==> config.mk <==
export PLATFORM = sky130hd
export DESIGN_NAME = alu_cmd_issue
export DESIGN_NICKNAME = d
export VERILOG_FILES = /design/src/rtl/alu_cmd_issue.sv
export SDC_FILE = /design/constraint.sdc
export NUM_CORES = 1
export LEC_CHECK = 0
export ABC_CLOCK_PERIOD_IN_PS = 4700
export CORE_MARGIN = 8
export CORE_UTILIZATION = 45
export DETAILED_ROUTE_END_ITERATION = 10
export GPL_ROUTABILITY_DRIVEN = 0
export PLACE_DENSITY = 0.7
export SLEW_MARGIN = 25
export SYNTH_ARGS = -nofsm -noshare
export SYNTH_HDL_FRONTEND = slang
export SYNTH_SLANG_ARGS = --single-unit
export TNS_END_PERCENT = 30
==> constraint.sdc <==
create_clock -name CLK -period 4.7 [get_ports CLK]
set_input_delay 1.175 -clock CLK [delete_from_list [all_inputs] [get_ports CLK]]
set_output_delay 1.175 -clock CLK [all_outputs]
set_load 0.1 [all_outputs]
==> src/rtl/alu_cmd_issue.sv <==
// alu_cmd_issue: command front-end for the 4-bit arithmetic unit ALU.
//
// Tagged commands are accepted over a valid/ready port and queued in a command FIFO.
// One command per cycle is issued to the ALU's operand/select registers. The ALU has
// a fixed ALU_LAT-register latency and cannot stall, so a valid/tag shadow pipe follows
// each issued op and writes {d, cout, tag} into a result FIFO when the ALU output is
// ready. An op is issued only if its result is guaranteed a slot. That slot is counted
// against result occupancy plus ops in flight, less a pop on the same edge.
//
// Ports:
//   CLK, RST                 clock (posedge), asynchronous active-high reset
//   cmd_valid/cmd_ready      command handshake; cmd_ready = command FIFO not full
//   cmd_a, cmd_b             4-bit operands
//   cmd_op                   {s0, s1, cin}
//   cmd_tag                  user tag, returned with the result
//   alu_a, alu_b             registered operands to the ALU
//   alu_s0, alu_s1, alu_cin  registered select/carry to the ALU
//   alu_d, alu_cout          ALU result, ALU_LAT cycles after alu_* load
//   res_valid/res_ready      result handshake; res_valid = result FIFO not empty
//   res_d, res_cout, res_tag result FIFO head (zero while empty)
//   busy                     anything queued, in flight, or awaiting pop
module alu_cmd_issue #(
    parameter int CDEPTH  = 4,
    parameter int RDEPTH  = 4,
    parameter int ALU_LAT = 2,
    parameter int TAGW    = 4
) (
    input  logic            CLK,
    input  logic            RST,
    input  logic            cmd_valid,
    output logic            cmd_ready,
    input  logic [3:0]      cmd_a,
    input  logic [3:0]      cmd_b,
    input  logic [2:0]      cmd_op,
    input  logic [TAGW-1:0] cmd_tag,
    output logic [3:0]      alu_a,
    output logic [3:0]      alu_b,
    output logic            alu_s0,
    output logic            alu_s1,
    output logic            alu_cin,
    input  logic [3:0]      alu_d,
    input  logic            alu_cout,
    output logic            res_valid,
    input  logic            res_ready,
    output logic [3:0]      res_d,
    output logic            res_cout,
    output logic [TAGW-1:0] res_tag,
    output logic            busy
);

    localparam int CAW  = (CDEPTH > 1) ? $clog2(CDEPTH) : 1;
    localparam int CCW  = $clog2(CDEPTH + 1);
    localparam int RAW  = (RDEPTH > 1) ? $clog2(RDEPTH) : 1;
    localparam int RCW  = $clog2(RDEPTH + 1);
    localparam int CMDW = 4 + 4 + 3 + TAGW;
    localparam int RESW = 4 + 1 + TAGW;

    localparam logic [CAW-1:0] CLAST = CAW'(CDEPTH - 1);
    localparam logic [CCW-1:0] CFULL = CCW'(CDEPTH);
    localparam logic [RAW-1:0] RLAST = RAW'(RDEPTH - 1);
    localparam logic [RCW-1:0] RFULL = RCW'(RDEPTH);

    function automatic logic [CAW-1:0] cmd_ptr_next(input logic [CAW-1:0] p);
        return (p == CLAST) ? '0 : p + 1'b1;
    endfunction

    function automatic logic [RAW-1:0] res_ptr_next(input logic [RAW-1:0] p);
        return (p == RLAST) ? '0 : p + 1'b1;
    endfunction

    // Command FIFO
    logic [CMDW-1:0] cmem [CDEPTH];
    logic [CAW-1:0]  cwptr, crptr;
    logic [CCW-1:0]  ccount;
    logic            push, issue, res_pop, res_wr;

    logic [3:0]      head_a, head_b;
    logic [2:0]      head_op;
    logic [TAGW-1:0] head_tag;

    assign cmd_ready = (ccount != CFULL);
    assign push      = cmd_valid && cmd_ready;
    assign {head_a, head_b, head_op, head_tag} = cmem[crptr];

    always_ff @(posedge CLK or posedge RST) begin
        if (RST) begin
            cwptr  <= '0;
            crptr  <= '0;
            ccount <= '0;
        end else begin
            if (push)  cwptr <= cmd_ptr_next(cwptr);
            if (issue) crptr <= cmd_ptr_next(crptr);
            case ({push, issue})
                2'b10:   ccount <= ccount + 1'b1;
                2'b01:   ccount <= ccount - 1'b1;
                default: ;
            endcase
        end
    end

    always_ff @(posedge CLK) begin
        if (push) cmem[cwptr] <= {cmd_a, cmd_b, cmd_op, cmd_tag};
    end

    // Issue credit: a pop on this edge frees a slot for the op issued on the same edge.
    logic [RCW-1:0]   rcount;
    logic [ALU_LAT:0] shadow_vld;
    logic [31:0]      credit_used;

    always_comb begin
        credit_used = 32'(rcount) + 32'($countones(shadow_vld)) - 32'(res_pop);
        issue       = (ccount != '0) && (credit_used < 32'(RDEPTH));
    end

    // Stage p0: ALU operand/select registers and head of the shadow pipe
    logic [TAGW-1:0] shadow_tag [ALU_LAT+1];

    always_ff @(posedge CLK or posedge RST) begin
        if (RST) begin
            alu_a      <= '0;
            alu_b      <= '0;
            alu_s0     <= 1'b0;
            alu_s1     <= 1'b0;
            alu_cin    <= 1'b0;
            shadow_vld <= '0;
        end else begin
            shadow_vld <= {shadow_vld[ALU_LAT-1:0], issue};
            if (issue) begin
                alu_a   <= head_a;
                alu_b   <= head_b;
                alu_s0  <= head_op[2];
                alu_s1  <= head_op[1];
                alu_cin <= head_op[0];
            end
        end
    end

    // Stages p1..pALU_LAT: tags shadow the ALU registers; valid bits gate capture
    always_ff @(posedge CLK) begin
        shadow_tag[0] <= head_tag;
        for (int i = 1; i <= ALU_LAT; i++) shadow_tag[i] <= shadow_tag[i-1];
    end

    // Capture into result FIFO as the last shadow stage leaves
    logic [RESW-1:0] rmem [RDEPTH];
    logic [RAW-1:0]  rwptr, rrptr;

    assign res_wr    = shadow_vld[ALU_LAT];
    assign res_valid = (rcount != '0);
    assign res_pop   = res_valid && res_ready;
    assign busy      = (ccount != '0) || (|shadow_vld) || res_valid;
    // Gated so an empty FIFO (including straight after reset) shows zeros, never stale data.
    assign {res_d, res_cout, res_tag} = res_valid ? rmem[rrptr] : '0;

    always_ff @(posedge CLK or posedge RST) begin
        if (RST) begin
            rwptr  <= '0;
            rrptr  <= '0;
            rcount <= '0;
        end else begin
            if (res_wr)  rwptr <= res_ptr_next(rwptr);
            if (res_pop) rrptr <= res_ptr_next(rrptr);
            case ({res_wr, res_pop})
                2'b10:   rcount <= rcount + 1'b1;
                2'b01:   rcount <= rcount - 1'b1;
                default: ;
            endcase
        end
    end

    always_ff @(posedge CLK) begin
        if (res_wr) rmem[rwptr] <= {alu_d, alu_cout, shadow_tag[ALU_LAT]};
    end

    // The credit rule makes this unreachable; firing means the issue logic is broken.
    res_fifo_no_overflow: assert property (@(posedge CLK) disable iff (RST)
        !(res_wr && !res_pop && (rcount == RFULL)));

endmodule

# Word-level counts from Yosys, hierarchy flattened
# Memories as Yosys holds them, arrays and structs flattened.
# Cells that the tools add are included.
# word_totals
reg_bits	28
ramBits	108
inputBits	24
output_inout_bits	23
wordCells	58
memories	3
# memory_table
name	depth	word_bits	rd	rd_ports_with_merged_regs	write_ports	line	rtl
cmem	4	15	1	0	1	72	logic [CMDW-1:0] cmem [CDEPTH];
rmem	4	9	1	0	1	145	logic [RESW-1:0] rmem [RDEPTH];
shadow_tag	3	4	3	0	3	116	logic [TAGW-1:0] shadow_tag [ALU_LAT+1];
# classes
n_addsub	12
magnitude_cmp	1
n_eq_ne	9
n_mux	11
reduce_logical	10
# op_table
cell	count
$lt A32 B3 Y1 const B	1
$eq A2 B2 Y1 const B	6
$pmux W3 S2	2
$mux W9	1
$add A2 B1 Y2 const B	4
$mux W2	4
$add A3 B1 Y3 const B	2
$reduce_bool A3 Y1	2
$sub A3 B1 Y3 const B	2
$sub A4 B1 Y5	1
$add A3 B3 Y4	1
$eq A2 B1 Y1 const B	2
$mux W1	4
$reduce_bool A2 Y1	2
$add A2 B1 Y3	1
$logic_and A1 B1 Y1	3
$ne A3 B3 Y1 const B	1
$reduce_or A3 Y1	1
$add A1 B1 Y2	1
$logic_or A1 B1 Y1	2

# Longest topological paths before layout
# Gate-level depths: netlist of run 1.
# logic_depth
word_depth	8
mapped_depth	18
depth_no_buf	17

# Worst setup path after synthesis of run 1
# OpenSTA, ideal clock, no wires.
# synth_timing
path_type	input -> register
start	in res_ready
end	reg ccount[2]
setup_ns	0.079
arrival_ns	4.013
t_required_ns	4.621
path_slack_ns	0.608
stages	17
n_path_buf	1
path_cell_list	nand2_1 inv_1 ha_1 fa_1 inv_1 ha_1 and3b_4 nor4_4 o211ai_4 buf_6 inv_1 ha_1 inv_1 fa_1 xor2_1 nor2_1 xor2_1
# synth_via
elab_chain_cells	6
word_cells_on_any_way	8
cone_classes	add/sub: 1; order compare: 1; eq/ne: 2; mux: 1; reduce/logical: 3
# synth_rtl
element	line	rtl
start, declared	44	input logic res_ready,
$logic_and A1 B1 Y1 *	150	assign res_pop = res_valid && res_ready;
via res_pop	75	logic push, issue, res_pop, res_wr;
$sub A4 B1 Y5 *	111	credit_used = 32'(rcount) + 32'($countones(shadow_vld)) - 32'(res_pop);
$lt A32 B3 Y1 *	112	issue = (ccount != '0) && (credit_used < 32'(RDEPTH));
$logic_and A1 B1 Y1 *	112	
via issue	75	
$eq A2 B1 Y1 / $eq A2 B2 Y1 (equally long branches)	93	case ({push, issue})
$pmux W3 S2 / $reduce_bool A2 Y1 (equally long branches)	-	
end signal, assigned	94	2'b10: ccount <= ccount + 1'b1;
end signal, assigned	95	2'b01: ccount <= ccount - 1'b1;
end, declared	74	logic [CCW-1:0] ccount;
# The timed path passes the listed nets; every way through them passes the cells marked *.
# A chain may end at the register's enable or synchronous reset.

# Worst setup path after layout of run 1
# layout_timing
start	reg rrptr[0]
end	out res_tag[2]
# layout_via
elab_chain_cells	2
# layout_rtl
element	line	rtl
start, declared	146	logic [RAW-1:0] rwptr, rrptr;
start signal, assigned	162	if (res_pop) rrptr <= res_ptr_next(rrptr);
$mem_v2 Z4 W9	-	
$mux W9	153	assign {res_d, res_cout, res_tag} = res_valid ? rmem[rrptr] : '0;
end, declared	47	output logic [TAGW-1:0] res_tag,
# No other way between the ends.

==> metrics.md, run 1 <==
| Metric | Value |
|---|---|
| # clock sinks | `136` |
| Slew headroom | `30.86%` |
| Synth Area in XOR/XNOR | `1.311%` |
| Largest net degree at the start of global routing | `29` |
| Mux share of post-synthesis cell area | `14.30%` |
| Crit path DAT | `2950 ps` |
| Drt wl/cell | `17.69 um` |
| Setup crit start | `rrptr[0]` |
| Largest stage delay, worst path | `970 ps` |
| First-pass GRT wire length | `14380 um` |
| Post-Synth Simple-Gate Area | `4.073%` |
| Maxcap violations | `0` |
| Tmin final | `4123 ps` |
| Number of cells on the worst reg-to-reg path | `17` |
| DR WL met3 | `443 um` |
| Die ar. | `15620 sq um` |
| Synth area leaders | `edfxtp_1 54%, dfrtp_1 13%, mux4_2 10%, dfxtp_1 4.5%, ha_1 4.2%` |
| Net Count, Synth | `321` |
| PostCTS Resize Cnt | `0` |
| Share of flip-flops with an asynchronous set or reset | `20.59%` |
| GR Overflow Total | `0` |
| CTS Root Cell | `clkbuf_16` |
| Filler Cell Count | `934` |
| Setup Total Neg Slack | `0 ps` |
| Die width | `125.0 um` |
| Die Y-Extent | `125.0 um` |
| Final hold vios | `0` |
| CTS tree | `done` |
| Uppermost routed layer | `met4` |
| Clk Latency, worst-skew pair | `420 ps` |
| Drt drc | `0` |
| Slew Viols, Final | `0` |
| Hold bufs inserted after CTS | `0` |
| DR vias/cell | `4.996` |
| Worst setup path endpoint | `res_tag[2]` |
| Crit path capture type | `output port` |
| Worst reg2reg setup slack | `640 ps` |
| Syn Area/Cell | `19.37 sq um` |
| Hold Path Class | `reg -> reg` |
| CP required | `3520 ps` |
| Final setup viols | `0` |
| R2r endpoint | `ccount[2]` |
| Register area | `3825 sq um` |
| Post-synth EDFFs | `96` |
| Top-count cell post-synth | `edfxtp_1` |
| Worst path cell trace | `mux4_2 > and2_1 > clkdlybuf4s50_1` |
| Critical Path Slowest Stage Cell | `clkdlybuf4s50_1` |
| Mapped Cells | `276` |
| I/O Pins | `47` |
| Area of the core | `11810 sq um` |
| Std cell rows | `40` |
| WL final | `8739 um` |
| Reg clk slew, reported paths | `60 ps` |
| Post-Route M1 WL | `3964 um` |
| Sequential-to-total area share from yosys stat | `71.54%` |
| Yosys top cell by area | `edfxtp_1` |
| Area Growth Syn to Fin | `22.24%` |
| Global Route Usage Sum | `12.21%` |
| Initial antenna violation count | `0` |
| Initial cell density of the core | `45.25%` |
| Met2 wire length | `4228 um` |
| Vias in the first global route | `2775` |
| Worst Tran Pin Value | `1034 ps` |
| Final hold slack | `323.1 ps` |
| DRT iter0 DRCs | `160` |
| Main flop type after synthesis | `edfxtp_1` |
| Share of cells above drive strength 1 | `21.90%` |
| Largest family of logic cells by synthesized area | `multiplexers` |
| Outcome | `finished, final reports clean` |
| RSZ-0062 raised after global routing | `no` |
| Startpoint Class | `flip-flop` |
| Most instantiated cells after synthesis | `96 x edfxtp_1, 28 x dfrtp_1, 24 x mux4_2` |
| Peak Freq | `242.6 MHz` |
| # diodes | `0` |
| Number of setup buffers added after CTS | `0` |
| Area share of the largest cell type after synthesis | `53.93%` |
| CTS Buf Count | `17` |
| Compound-Gate Fraction of Synth Area | `1.007%` |
| Worst-path maximum fanout | `12` |
| Final ANT Viol Nets | `0` |
| #FFs+latches synth | `136` |
| Cell Area, Synth | `5345 sq um` |
| Final net count | `379` |
| Unique masters post-synth | `31` |
| Critical path class | `reg -> out` |
| Final clock skew | `8.817 ps` |
| # H-tree levels | `4` |
| DP Wirelength | `5470 um` |
| Routed vias | `2468` |
| IO buf count | `46` |
| Final worst-path cycle share | `87.71%` |
| Adder-Cell Fraction of Synth Area | `5.337%` |
| Synth warn | `0` |
| Critical R2R Launch | `rcount[0]` |
| Multi-input gate area | `1391 sq um` |
| Detailed-router iteration count before antenna repair | `4` |
| Clk buf depth | `2` |
## final cells by class
cell class                 count  area share [%]
multi-input combinational    111           21.29
tap                          147           2.815
sequential                   136           58.54
inverter                      21           1.206
clock inverter                13           2.355
timing repair buffer          47           7.162
clock buffer                  19           6.626
## worst max-delay path: cells and delay by family, from the launching register on
family / cells / cell delay (ps)
buffers and inverters: 1 / 970
flip-flops: 1 / 790
multiplexers: 1 / 590
AND/OR/NAND/NOR: 1 / 170
## state kept, by name, indices dropped and copies added, names as in the netlist
signal and count:
cmem 60, rmem 36, shadow_tag 12, alu_a 4, alu_b 4, ccount 3, rcount 3, shadow_vld 3
crptr 2, cwptr 2, rrptr 2, rwptr 2, alu_cin 1, alu_s0 1, alu_s1 1
## cell families (layout without fill, tap and decap cells)
logic type	after synthesis	in the layout
AO/OA/AOI/OAI	6	6
buffers and inverters	29	100
adder cells (fa/ha/maj)	21	21
flip-flops	136	136
multiplexers	41	41
AND/OR/NAND/NOR	35	35
XOR/XNOR	8	8
## per-layer routing
metal | vias to the layer above | GRT usage, %
met4 | 0 | 6.017
met5 | - | 0
li1 | 1150 | -
met1 | 1250 | 14.21
met3 | 9 | 5.482
met2 | 59 | 18.92
## worst min path at each step
stage / cells past startpoint / startpoint / end / slack, ps
after floorplan: 0 / shadow_tag[0][6] / shadow_tag[0][10] / 310
final: 0 / shadow_tag[0][1] / shadow_tag[0][5] / 320
after CTS: 0 / shadow_tag[0][1] / shadow_tag[0][5] / 330
after global placement: 0 / shadow_tag[0][6] / shadow_tag[0][10] / 310
after detailed placement: 0 / shadow_tag[0][4] / shadow_tag[0][8] / 310
after global routing: 0 / shadow_tag[0][1] / shadow_tag[0][5] / 330
## cells in the final DEF, fill, tap and decap left out, types with 2 or more instances in the layout
cell type / netlist / routed
and2_1: 14 / 14
and3_1: 4 / 4
bufinv_16: 0 / 3
clkbuf_1: 2 / 2
clkbuf_16: 0 / 17
clkdlybuf4s50_1: 0 / 46
clkinv_2: 0 / 4
clkinvlp_4: 0 / 3
dfrtp_1: 28 / 27
dfxtp_1: 12 / 12
edfxtp_1: 96 / 96
fa_1: 3 / 3
ha_1: 18 / 18
inv_1: 21 / 20
mux2_2: 7 / 7
mux2_4: 9 / 9
mux4_2: 24 / 24
nand2_1: 3 / 3
nand3_1: 2 / 2
nor2_1: 5 / 5
o21ai_0: 3 / 3
or3_1: 3 / 3
xnor2_1: 4 / 4
xor2_1: 4 / 4
## metrics by stage
step	area (sq um)	setup WS, ps	std cells	utilization, %
4_1_cts	6534	507.0	494	55.32
3_3_place_gp	5946	283.9	462	50.34
6_report	6534	577.5	494	55.32
5_1_grt	6534	317.9	494	55.32
3_5_place_dp	5947	210.6	462	50.35
2_1_floorplan	5345	607.6	276	-
Power of run 1 is left out: the tool's default activity adds up to more than one toggle a clock period on the data nets, which glitch-free logic cannot reach.
==> run 2: changes to the inputs <==
--- a/config.mk
+++ b/config.mk
@@ -5,8 +5,7 @@
 export SDC_FILE = /design/constraint.sdc
 export NUM_CORES = 1
 export LEC_CHECK = 0
-export ABC_CLOCK_PERIOD_IN_PS = 4700
-export CORE_MARGIN = 8
+export ABC_CLOCK_PERIOD_IN_PS = 5000
 export CORE_UTILIZATION = 45
 export DETAILED_ROUTE_END_ITERATION = 10
 export GPL_ROUTABILITY_DRIVEN = 0
==> constraint.sdc (replaced) <==
create_clock -name CLK -period 5 [get_ports CLK]
set_input_delay 1.25 -clock CLK [delete_from_list [all_inputs] [get_ports CLK]]
set_output_delay 1.25 -clock CLK [all_outputs]
set_load 0.1 [all_outputs]
==> metrics.md, run 2 (same netlist as run 1, synthesis figures left out) <==
| Metric | Value |
|---|---|
| Outcome | `complete, but fails checks` |
| Failing checks | `DRC` |
| DR vias/cell | `5.112` |
| Peak Freq | `238.6 MHz` |
| Vias in the first global route | `2719` |
| Hold path depth | `0` |
| Area of the core | `11520 sq um` |
| Crit path DAT | `4520 ps` |
| Initial cell density of the core | `46.41%` |
| CP required | `5330 ps` |
| Number of cells on the worst reg-to-reg path | `17` |
| Final worst-path cycle share | `83.82%` |
| Non-filler cells, final | `491` |
| Final hold vios | `0` |
| Placed instance count | `459` |
| Worst Tran Pin Value | `999.0 ps` |
| Routed vias | `2510` |
| Worst-path maximum fanout | `4` |
| GR Overflow Total | `0` |
| Share of cells above drive strength 1 | `22.13%` |
| Hold Path Class | `reg -> reg` |
| DRT iter0 DRCs | `134` |
| Final clock skew | `6.245 ps` |
| # H-tree levels | `4` |
| Biggest registers after layout | `cmem x60, rmem x36, shadow_tag x12` |
| Die Y-Extent | `111.0 um` |
| Setup Total Neg Slack | `0 ps` |
| Slew Viols, Final | `0` |
| Reg clk slew, reported paths | `50 ps` |
| CTS Buf Count | `17` |
| Most common cell after layout, fill and taps aside | `edfxtp_1` |
| Largest net degree at the start of global routing | `29` |
| Hold bufs inserted after CTS | `0` |
| CTS tree | `done` |
| Startpoint Class | `input port` |
| IO buf count | `46` |
| Drt wl/cell | `17.34 um` |
| Std cell rows | `39` |
| Number of setup buffers added after CTS | `0` |
| Final setup viols | `0` |
| Area Growth Syn to Fin | `24.72%` |
| Commonest non-fill, non-tap cells in the layout | `96 x edfxtp_1, 46 x clkdlybuf4s50_1, 27 x dfrtp_1, 24 x mux4_2, 21 x inv_1` |
| Multi-input gate area | `1391 sq um` |
| Cell Area, Placed | `5949 sq um` |
| Clk buf depth | `2` |
| CTS Root Cell | `clkbuf_16` |
| Global Route Usage Sum | `15.44%` |
| Filler Cell Count | `877` |
| Largest Register | `cmem` |
| Detailed-router iteration count before antenna repair | `7` |
| I/O Pins | `47` |
| Clk Latency, worst-skew pair | `410 ps` |
| Register area | `3825 sq um` |
| RSZ-0062 raised after global routing | `no` |
| Slew headroom | `33.19%` |
| Drt drc | `8` |
| Crit path capture type | `flip-flop` |
| WL final | `8513 um` |
| Die ar. | `12320 sq um` |
| # diodes | `0` |
| Initial antenna violation count | `0` |
| Die width | `111.0 um` |
| Critical path class | `in -> reg` |
| Maxcap violations | `0` |
| Post-Route Utilization | `57.89%` |
| Tmin final | `4191 ps` |
| PostCTS Resize Cnt | `0` |
| # clock sinks | `136` |
| Final Cell Area | `6666 sq um` |
| Final ANT Viol Nets | `0` |
| First-pass GRT wire length | `13880 um` |
| Max reg flops | `60` |
| DP Wirelength | `5385 um` |
| Final net count | `380` |
[run 2: path summary, 6_finish.rpt]
kind / end / start / slack, ps
worst max-delay path: ccount[2] / res_ready / 810
worst min-delay path: shadow_tag[0][9] / shadow_tag[0][5] / 320
worst max register to register: ccount[2] / rcount[0] / 940
worst min register to register: shadow_tag[0][9] / shadow_tag[0][5] / 320
max in group asynchronous: crptr[0] / RST / 3480
min in group asynchronous: alu_s1 / RST / 1230
[run 2: worst max-delay path, stage by stage]
cell and delay [ps]:
clkdlybuf4s50_1 400, nand2_1 120, inv_1 80, ha_1 300
fa_1 360, inv_1 70, ha_1 220, and3b_4 190
nor4_4 270, o211ai_4 120, inv_1 90, ha_1 180
inv_1 60, fa_1 380, xor2_1 150, nor2_1 110
xor2_1 160
[run 2: metrics by stage]
| stage | hold WS (ps) | setup slack (ps) |
|---|---|---|
| global placement | 310.9 | 515.8 |
| floorplan | 309.6 | 832.6 |
| global route | 329.7 | 606.8 |
| detailed placement | 312.1 | 413.8 |
| finish | 324.3 | 808.8 |
| CTS | 324.8 | 785.3 |
[run 2: metal layers]
metal  vias up  wire length [um]  track usage, %
met1      1280              3694           18.50
met3        13               424           4.866
li1       1153                 -               -
met4         0               131           7.397
met2        64              4263           25.41
met5         -                 0               0
[run 2: layout make-up]
type                            instances  share of cell area [%]
Timing Repair Buffer                   48                   7.132
Clock buffer                           20                   6.700
Clock inverter                         12                   4.054
Multi-Input combinational cell        111                   20.87
Inverter                               21                   1.182
Sequential cell                       136                   57.38
Tap cell                              143                   2.684
Power of run 2 is left out for the same reason.
==> run 3: changes to the inputs <==
--- a/config.mk
+++ b/config.mk
@@ -5,7 +5,7 @@
 export SDC_FILE = /design/constraint.sdc
 export NUM_CORES = 1
 export LEC_CHECK = 0
-export ABC_CLOCK_PERIOD_IN_PS = 5000
+export ABC_CLOCK_PERIOD_IN_PS = 4400
 export CORE_UTILIZATION = 45
 export DETAILED_ROUTE_END_ITERATION = 10
 export GPL_ROUTABILITY_DRIVEN = 0
==> constraint.sdc (replaced) <==
create_clock -name CLK -period 4.4 [get_ports CLK]
set_input_delay 1.1 -clock CLK [delete_from_list [all_inputs] [get_ports CLK]]
set_output_delay 1.1 -clock CLK [all_outputs]
set_load 0.1 [all_outputs]
==> metrics.md, run 3 (same netlist as run 1, synthesis figures left out) <==
| Metric | Value |
|---|---|
| Outcome | `complete, but fails checks` |
| Failing checks | `DRC` |
| Slew Viols, Final | `0` |
| Startpoint Class | `input port` |
| Share of cells above drive strength 1 | `24.57%` |
| IO buf count | `46` |
| Tmin final | `3992 ps` |
| Maxcap violations | `0` |
| CP bufs+invs | `5` |
| Number of cells on the worst reg-to-reg path | `17` |
| Worst Tran Pin Value | `1009 ps` |
| Most common cell after layout, fill and taps aside | `edfxtp_1` |
| Area of the core | `11520 sq um` |
| Largest net degree at the start of global routing | `21` |
| PostCTS Resize Cnt | `0` |
| RSZ-0062 raised after global routing | `no` |
| Final ANT Viol Nets | `0` |
| CP required | `4720 ps` |
| Drt wl/cell | `16.72 um` |
| DP Wirelength | `5233 um` |
| Final worst-path cycle share | `90.72%` |
| Placed instance count | `461` |
| First-pass GRT wire length | `13710 um` |
| Crit path capture type | `flip-flop` |
| Hold Path Class | `reg -> reg` |
| Critical path class | `in -> reg` |
| DRT iter0 DRCs | `106` |
| GR Overflow Total | `0` |
| Die width | `111.0 um` |
| Crit path DAT | `4320 ps` |
| Worst reg2reg setup slack | `580 ps` |
| # clock sinks | `136` |
| CTS tree | `done` |
| Worst-path maximum fanout | `2` |
| R2r endpoint | `ccount[2]` |
| Clk Latency, worst-skew pair | `410 ps` |
| Die ar. | `12320 sq um` |
| Drt drc | `8` |
| WL final | `8242 um` |
| Max reg flops | `60` |
| Peak Freq | `250.5 MHz` |
| Clk buf depth | `2` |
| Biggest registers after layout | `cmem x60, rmem x36, shadow_tag x12` |
| # diodes | `0` |
| Non-filler cells, final | `493` |
| CTS Buf Count | `17` |
| I/O Pins | `47` |
| Die Y-Extent | `111.0 um` |
| Final net count | `382` |
| Vias in the first global route | `2709` |
| Number of setup buffers added after CTS | `0` |
| Largest Register | `cmem` |
| Slew headroom | `32.51%` |
| Commonest non-fill, non-tap cells in the layout | `96 x edfxtp_1, 36 x clkdlybuf4s50_1, 27 x dfrtp_1, 24 x mux4_2, 21 x inv_1` |
| Critical path's most frequent cell | `inv_1` |
| Worst slack at placement | `-11.45 ps` |
| Final hold vios | `0` |
| Hold path depth | `0` |
| DR vias/cell | `5.010` |
| Hold bufs inserted after CTS | `0` |
| Crit path max-delay family | `adder cells` |
| Final worst slack | `408.3 ps` |
| # H-tree levels | `4` |
| Final setup viols | `0` |
| Final clock skew | `7.052 ps` |
| Reg clk slew, reported paths | `50 ps` |
| Std cell rows | `39` |
| Critical R2R Launch | `rcount[0]` |
| Setup Total Neg Slack | `0 ps` |
| Largest stage delay, worst path | `400 ps` |
| CTS Root Cell | `clkbuf_16` |
| Routed vias | `2470` |
| Critical Path Slowest Stage Cell | `clkdlybuf4s50_1` |
| Detailed-router iteration count before antenna repair | `7` |
| Initial antenna violation count | `0` |
| Global Route Usage Sum | `15.16%` |
| Hold path startpoint | `shadow_tag[0][6]` |
| Worst path cell trace | `clkdlybuf4s50_1 > nand2_1 > inv_1 > ha_1 > fa_1 > inv_1 > ha_1 > and3b_4 > nor4_4 > o211ai_4 > inv_1 > ha_1 > inv_1 > fa_1 > xor2_1 > nor2_1 > xor2_1` |
| Area Growth Syn to Fin | `22.87%` |
| Initial cell density of the core | `46.41%` |
| Hold EP | `shadow_tag[0][10]` |
==> run 3: cell types whose count changed in the layout (fill, tap and decap cells not counted), sizes merged <==
cell,before,now
clkdlybuf4s50,46,36
clkinv,3,5
buf,2,14
bufinv,8,5
clkinvlp,1,0
clkbuf,20,22
==> run 3: worst max path at each step <==
| stage | startpoint | slack, ps | cells after the start | to |
|---|---|---|---|---|
| floorplan | res_ready | 380 | 17 | ccount[2] |
| global placement | res_ready | 120 | 17 | ccount[2] |
| detailed placement | res_ready | -10 | 17 | ccount[2] |
| CTS | res_ready | 400 | 17 | ccount[2] |
| global route | res_ready | 210 | 17 | ccount[2] |
| finish | res_ready | 410 | 17 | ccount[2] |
==> run 3: per-layer routing <==
| layer | GRT usage [%] | share of wire (%) |
|---|---|---|
| met5 | 0 | 0 |
| met4 | 6.027 | 1.5 |
| met3 | 4.866 | 4.4 |
| met2 | 25.24 | 51 |
| met1 | 18.38 | 43 |
==> run 3: per-stage QoR <==
| step | instance area (sq um) | hold slack [ps] | utilization [%] |
|---|---|---|---|
| 2_1_floorplan | 5345 | 309.6 | - |
| 5_1_grt | 6568 | 331.0 | 57.03 |
| 3_3_place_gp | 5938 | 310.4 | 51.56 |
| 6_report | 6568 | 323.1 | 57.03 |
| 4_1_cts | 6568 | 325.8 | 57.03 |
| 3_5_place_dp | 5939 | 313.2 | 51.58 |
==> run 3: cell type report <==
| type | instances | area, sq um |
|---|---|---|
| Fill cell | 893 | 4949 |
| Sequential cell | 136 | 3825 |
| Multi-Input combinational cell | 111 | 1391 |
| Timing Repair Buffer | 50 | 465.4 |
| Clock buffer | 22 | 454.2 |
| Tap cell | 143 | 178.9 |
| Clock inverter | 10 | 173.9 |
| Inverter | 21 | 78.83 |
Power of run 3 is left out for the same reason.
